$ cat src/rtl/serial_pkg.sv
// Shared types and helpers for the serial transmit controller.
//   state_t     : controller FSM states.
//   DW_MAX      : widest data word frame_build() supports.
//   frame_build : forms {start, bitrev(data), parity, stop}, right-aligned.
package serial_pkg;

  typedef enum logic {
    IDLE = 1'b0,
    SEND = 1'b1
  } state_t;

  localparam int unsigned DW_MAX = 32;

  // The caller zero-extends data to DW_MAX bits and keeps the low dw+3 bits of the result.
  // Bits above the frame come out as zero, so the start bit (0) lands at position dw+2 for free.
  // The data word is bit-reversed so that data[0] sits right after the start bit and goes
  // out first from the MSB-first shift register.
  function automatic logic [DW_MAX+2:0] frame_build(input logic [DW_MAX-1:0] data,
                                                    input int unsigned     dw,
                                                    input logic            parity_odd);
    logic [DW_MAX-1:0] rev;
    logic [DW_MAX-1:0] rem;
    rev = '0;
    rem = data;
    for (int unsigned i = 0; i < DW_MAX; i++) begin
      if (i < dw) begin
        rev = {rev[DW_MAX-2:0], rem[0]};
      end
      rem = rem >> 1;
    end
    return {1'b0, rev, (^data) ^ parity_odd, 1'b1};
  endfunction

endpackage

$ cat src/rtl/serial_frame_ctrl.sv
// Transmit sequencer for an external N-bit MSB-first shift register (N = DW+3).
// Accepts a word on a valid/ready handshake, loads the framed word into the register and
// paces shifting at one bit per BAUD_DIV clocks by reloading the register onto itself.
// Ports:
//   clk, reset        : clock, asynchronous active-low reset
//   tx_valid, tx_data : host word offer (LSB transmitted first)
//   tx_ready          : word can be accepted (IDLE only)
//   busy              : frame in progress
//   tx_done           : one-cycle pulse after the last bit period
//   sr_load, sr_sin   : register load / serial input controls
//   sr_d              : register parallel input
//   sr_q              : register contents, fed back for hold cycles
module serial_frame_ctrl
  import serial_pkg::*;
#(
  parameter int unsigned DW         = 8,
  parameter int unsigned BAUD_DIV   = 4,
  parameter bit          PARITY_ODD = 1'b0
) (
  input  logic            clk,
  input  logic            reset,
  input  logic            tx_valid,
  input  logic [DW-1:0]   tx_data,
  output logic            tx_ready,
  output logic            busy,
  output logic            tx_done,
  output logic            sr_load,
  output logic            sr_sin,
  output logic [DW+2:0]   sr_d,
  input  logic [DW+2:0]   sr_q
);

  localparam int unsigned N   = DW + 3;
  localparam int unsigned BCW = (BAUD_DIV > 1) ? $clog2(BAUD_DIV) : 1;
  localparam int unsigned NCW = $clog2(N + 1);

  localparam logic [BCW-1:0] BaudLast = BCW'(BAUD_DIV - 1);
  localparam logic [NCW-1:0] BitLast  = NCW'(N - 1);

  state_t         state_q, state_d;
  logic [BCW-1:0] baud_cnt_q, baud_cnt_d;
  logic [NCW-1:0] bit_cnt_q, bit_cnt_d;
  logic           tx_done_q, tx_done_d;
  logic [N-1:0]   frame;
  logic           accept;

  assign frame    = N'(frame_build(DW_MAX'(tx_data), DW, PARITY_ODD));
  assign tx_ready = (state_q == IDLE);
  assign busy     = (state_q == SEND);
  assign tx_done  = tx_done_q;
  // Ones are shifted in behind the frame, so the line idles high once the stop bit is out.
  assign sr_sin   = 1'b1;
  // Gating with reset keeps sr_load low while reset is held.
  assign accept   = tx_valid && tx_ready && reset;

  always_comb begin
    state_d    = state_q;
    baud_cnt_d = baud_cnt_q;
    bit_cnt_d  = bit_cnt_q;
    tx_done_d  = 1'b0;
    sr_load    = 1'b0;
    sr_d       = frame;
    unique case (state_q)
      IDLE: begin
        if (accept) begin
          sr_load    = 1'b1;
          state_d    = SEND;
          baud_cnt_d = '0;
          bit_cnt_d  = '0;
        end
      end
      SEND: begin
        if (baud_cnt_q != BaudLast) begin
          // Hold cycle: reload the register with itself so the current bit stays on the line.
          sr_load    = 1'b1;
          sr_d       = sr_q;
          baud_cnt_d = baud_cnt_q + 1'b1;
        end else begin
          baud_cnt_d = '0;
          bit_cnt_d  = bit_cnt_q + 1'b1;
          if (bit_cnt_q == BitLast) begin
            state_d   = IDLE;
            bit_cnt_d = '0;
            tx_done_d = 1'b1;
          end
        end
      end
      default: state_d = IDLE;
    endcase
  end

  always_ff @(posedge clk or negedge reset) begin
    if (!reset) begin
      state_q    <= IDLE;
      baud_cnt_q <= '0;
      bit_cnt_q  <= '0;
      tx_done_q  <= 1'b0;
    end else begin
      state_q    <= state_d;
      baud_cnt_q <= baud_cnt_d;
      bit_cnt_q  <= bit_cnt_d;
      tx_done_q  <= tx_done_d;
    end
  end

endmodule
$ cat config.mk
export PLATFORM = sky130hd
export DESIGN_NAME = serial_frame_ctrl
export DESIGN_NICKNAME = d
export VERILOG_FILES = /design/src/rtl/serial_pkg.sv /design/src/rtl/serial_frame_ctrl.sv
export SDC_FILE = /design/constraint.sdc
export NUM_CORES = 1
export LEC_CHECK = 0
export CAP_MARGIN = 15
export CORE_UTILIZATION = 38
export CTS_BUF_LIST = sky130_fd_sc_hd__clkbuf_16
export DETAILED_ROUTE_END_ITERATION = 12
export PLACE_DENSITY_LB_ADDON = 0.05
export SYNTH_ARGS = -nofsm -noshare
export SYNTH_HDL_FRONTEND = slang
export SYNTH_SLANG_ARGS = --single-unit
$ cat constraint.sdc
create_clock -name clk -period 3.16 [get_ports clk]
set_clock_uncertainty 0.15 [all_clocks]
set_input_delay 0.632 -clock clk [delete_from_list [all_inputs] [get_ports clk]]
set_output_delay 0.632 -clock clk [all_outputs]
set_load 0.02 [all_outputs]
==> results.py <==
metrics = {
    "sta": {
        "report.final.slew_viol_count": 0,
        "setup_viol": 0,
        "timing.fmax_ghz": 0.325,
        "timing.final.crit_share": 0.973,
        "hold_viol_final": 0,
        "period_needed_ns": 3.08,
        "finalWorstSetupSlack_ns": 0.0839,
        "tns_ns": 0,
        "rsz0062_at_grt": "false",
    },
    "routing": {
        "viasPerCell": 5.10,
        "drt-initial-drc-count": 5,
        "drt-pass1-iter-count": 4,
        "drc": 0,
        "ant_nets": 0,
        "drt-total-wl_um": 1570,
        "dr_total_vias": 586,
        "wire_per_inst_um": 13.7,
    },
    "synthesis": {
        "syn_inst": 63,
        "syn_area_per_cell_um2": 9.47,
        "synth-seq-area-share": 0.335,
        "synth_top_area_share": 0.335,
        "yosysUniqueCellTypes": 22,
        "syn-num-nets": 88,
        "yosysTopAreaCell": "dfrtp_1",
        "synthTopCellsByArea": "dfrtp_1 34%, mux2_2 15%, xnor2_1 12%, ha_1 6.3%, nand2_1 5.0%",
        "ys_warn_count": 0,
        "synth-seq-cells": 8,
        "syn_area_um2": 597,
    },
    "clock_network": {
        "root_buffer": "clkbuf_16",
        "clkSinkCount": 8,
        "cts_tree": "done",
        "cts_hold_buf": 0,
        "cts-htree-levels": 1,
        "clk-insertion-delay-late_ns": 0.23,
        "clk_pin_slew_ns": 0.04,
        "cts_setup_buffers": 0,
        "cts_resized": 0,
        "cts_made_buffers": 3,
        "clockBufferDepth": 2,
    },
    "finish": {
        "diodes": 0,
        "drive_above_1_share": 0.120,
        "fin_area_um2": 1030,
        "areaGrowthSynthToFinish_pct": 73.4,
        "finalNetCount": 127,
        "mostFrequentLayoutCells": "36 x clkdlybuf4s50_1, 8 x nand2_1, 8 x mux2_2, 8 x xnor2_1, 8 x dfrtp_1",
        "layout_commonest_cell": "clkdlybuf4s50_1",
    },
    "pwr": {
        "intPower_uw": 316,
        "sequentialPowerShare": 0.262,
        "leakagePower_nw": 0.428,
        "switching_share": 0.196,
        "pwr-share-clk": 0.537,
        "p_sw_uw": 77.1,
        "ir_drop_mv": 0.447,
        "pwr-share-comb": 0.201,
        "power.density_nw_per_um2": 380,
    },
    "hold_path": {
        "min_path_type": "reg2reg",
    },
    "setup_path": {
        "crit_type": "in2out",
        "cpMostUsedCell": "xnor2_1",
        "cp.arrival_ns": 2.29,
        "crit_fanout": 2,
        "crit_chain": "clkdlybuf4s50_1 -> xnor2_1 -> xnor2_1 -> xnor2_1 -> a21oi_1 -> clkdlybuf4s50_1",
        "start_kind": "input port",
        "required_ns": 2.38,
        "cpMaxStageDelayCell": "clkdlybuf4s50_1",
        "end_kind": "primary output",
        "cp_num_buf_inv": 2,
        "cp_top_family": "buffers and inverters",
        "crit_path_max_incr_delay_ns": 0.62,
    },
    "place": {
        "dpl_worst_slack_ns": 0.0822,
        "dpl_cell_area_um2": 960,
        "place_hpwl_um": 1170,
        "port_buffers": 36,
        "gp_congestion": 0.707,
    },
    "floorplan": {
        "rows": 13,
        "die-area_um2": 1730,
        "initial_core_util": 0.432,
        "io_pins": 38,
        "core_um2": 1380,
        "chipHeight_um": 41.6,
        "die_x_um": 41.6,
    },
    "grt": {
        "antenna_found_initial": 0,
        "grt_max_degree": 14,
        "grt_pass1_vias": 623,
        "grt.total_usage": 0.210,
        "grt_pass1_wl_um": 2820,
        "grt_overflow": 0,
    },
    "run_status": {
        "status": "finished, final reports clean",
    },
    "run": {
        "maxCapViolCount": 0,
    },
}
[through the flow]
stage / utilization / instances / power (mW) / hold slack (ns)
after floorplan: - / 63 / 0.138 / 0.186
after global placement: 0.694 / 112 / 0.183 / 0.343
after detailed placement: 0.694 / 112 / 0.184 / 0.348
after CTS: 0.748 / 115 / 0.394 / 0.356
after global routing: 0.748 / 115 / 0.407 / 0.389
final: 0.748 / 115 / 0.393 / 0.358
[flip-flops by register name, indices dropped and copies added (netlist names)]
signal / count
baud_cnt_q: 2
tx_done: 1
bit_cnt_q: 4
busy: 1
[cells in the mapped netlist]
| cell type | count |
|---|---|
| nand3_1 | 1 |
| buf_4 | 1 |
| conb_1 | 1 |
| o21ai_0 | 5 |
| and3_1 | 1 |
| nor2_1 | 2 |
| mux2_2 | 8 |
| dfrtp_1 | 8 |
| o2bb2ai_1 | 2 |
| or3_1 | 1 |
| nand2_1 | 8 |
| nand3b_1 | 1 |
| o21a_1 | 1 |
| buf_6 | 1 |
| xnor2_1 | 8 |
| nor3b_1 | 3 |
| buf_2 | 1 |
| o22ai_1 | 1 |
| a211o_1 | 1 |
| a21oi_1 | 2 |
| inv_1 | 3 |
| ha_1 | 3 |
[power groups by stage]
stage          combinational [mW]  clock [mW]  sequential [mW]
2_1_floorplan              0.0340           0            0.104
3_3_place_gp               0.0783           0            0.104
3_5_place_dp               0.0793           0            0.104
4_1_cts                    0.0798       0.211            0.103
5_1_grt                    0.0845       0.220            0.103
6_report                   0.0790       0.211            0.103
[layer usage]
layer	vias to the layer above	wire length [µm]	global-route usage
li1	291	-	-
met1	270	644	0.238
met2	23	820	0.366
met3	2	94	0.0652
met4	0	12	0.0774
met5	-	0	0
[worst reg2reg max path, cell delays in order (launching register included)]
cell	delay [ns]
dfrtp_1	0.41
inv_1	0.07
ha_1	0.18
nand3b_1	0.14
nand3_1	0.17
nor3b_1	0.07
a211o_1	0.26
[worst paths after layout]
path | from | to | slack (ns) | cells after the start
worst max-delay path | tx_data[2] | sr_d[1] | 0.08 | 6
worst min-delay path | baud_cnt_q[0] | baud_cnt_q[0] | 0.36 | 1
worst max register to register | bit_cnt_q[0] | bit_cnt_q[2] | 1.59 | 6
worst min register to register | baud_cnt_q[0] | baud_cnt_q[0] | 0.36 | 1
max in group asynchronous | reset | baud_cnt_q[0] | 2.17 | 2
min in group asynchronous | reset | tx_done | 0.56 | 2
[kinds of logic (layout without fill, tap and decap cells)]
family / Yosys count / after routing / share of synthesized area
simple gates: 17 / 17 / 0.143
compound gates: 12 / 12 / 0.126
xor+xnor: 8 / 8 / 0.117
mux: 8 / 8 / 0.151
flops: 8 / 8 / 0.335
buf+inv: 6 / 43 / 0.0587
fa+ha+maj: 3 / 3 / 0.0629
other cells: 1 / 1 / 0.00628
[final cells by class]
class	instances	area, µm²
Multi-Input combinational cell	49	362
Fill cell	101	348
Sequential cell	8	200
Timing Repair Buffer	37	368
Clock buffer	3	75.1
Inverter	3	11.3
Tap cell	15	18.8
(Power assumes the default switching activity.)
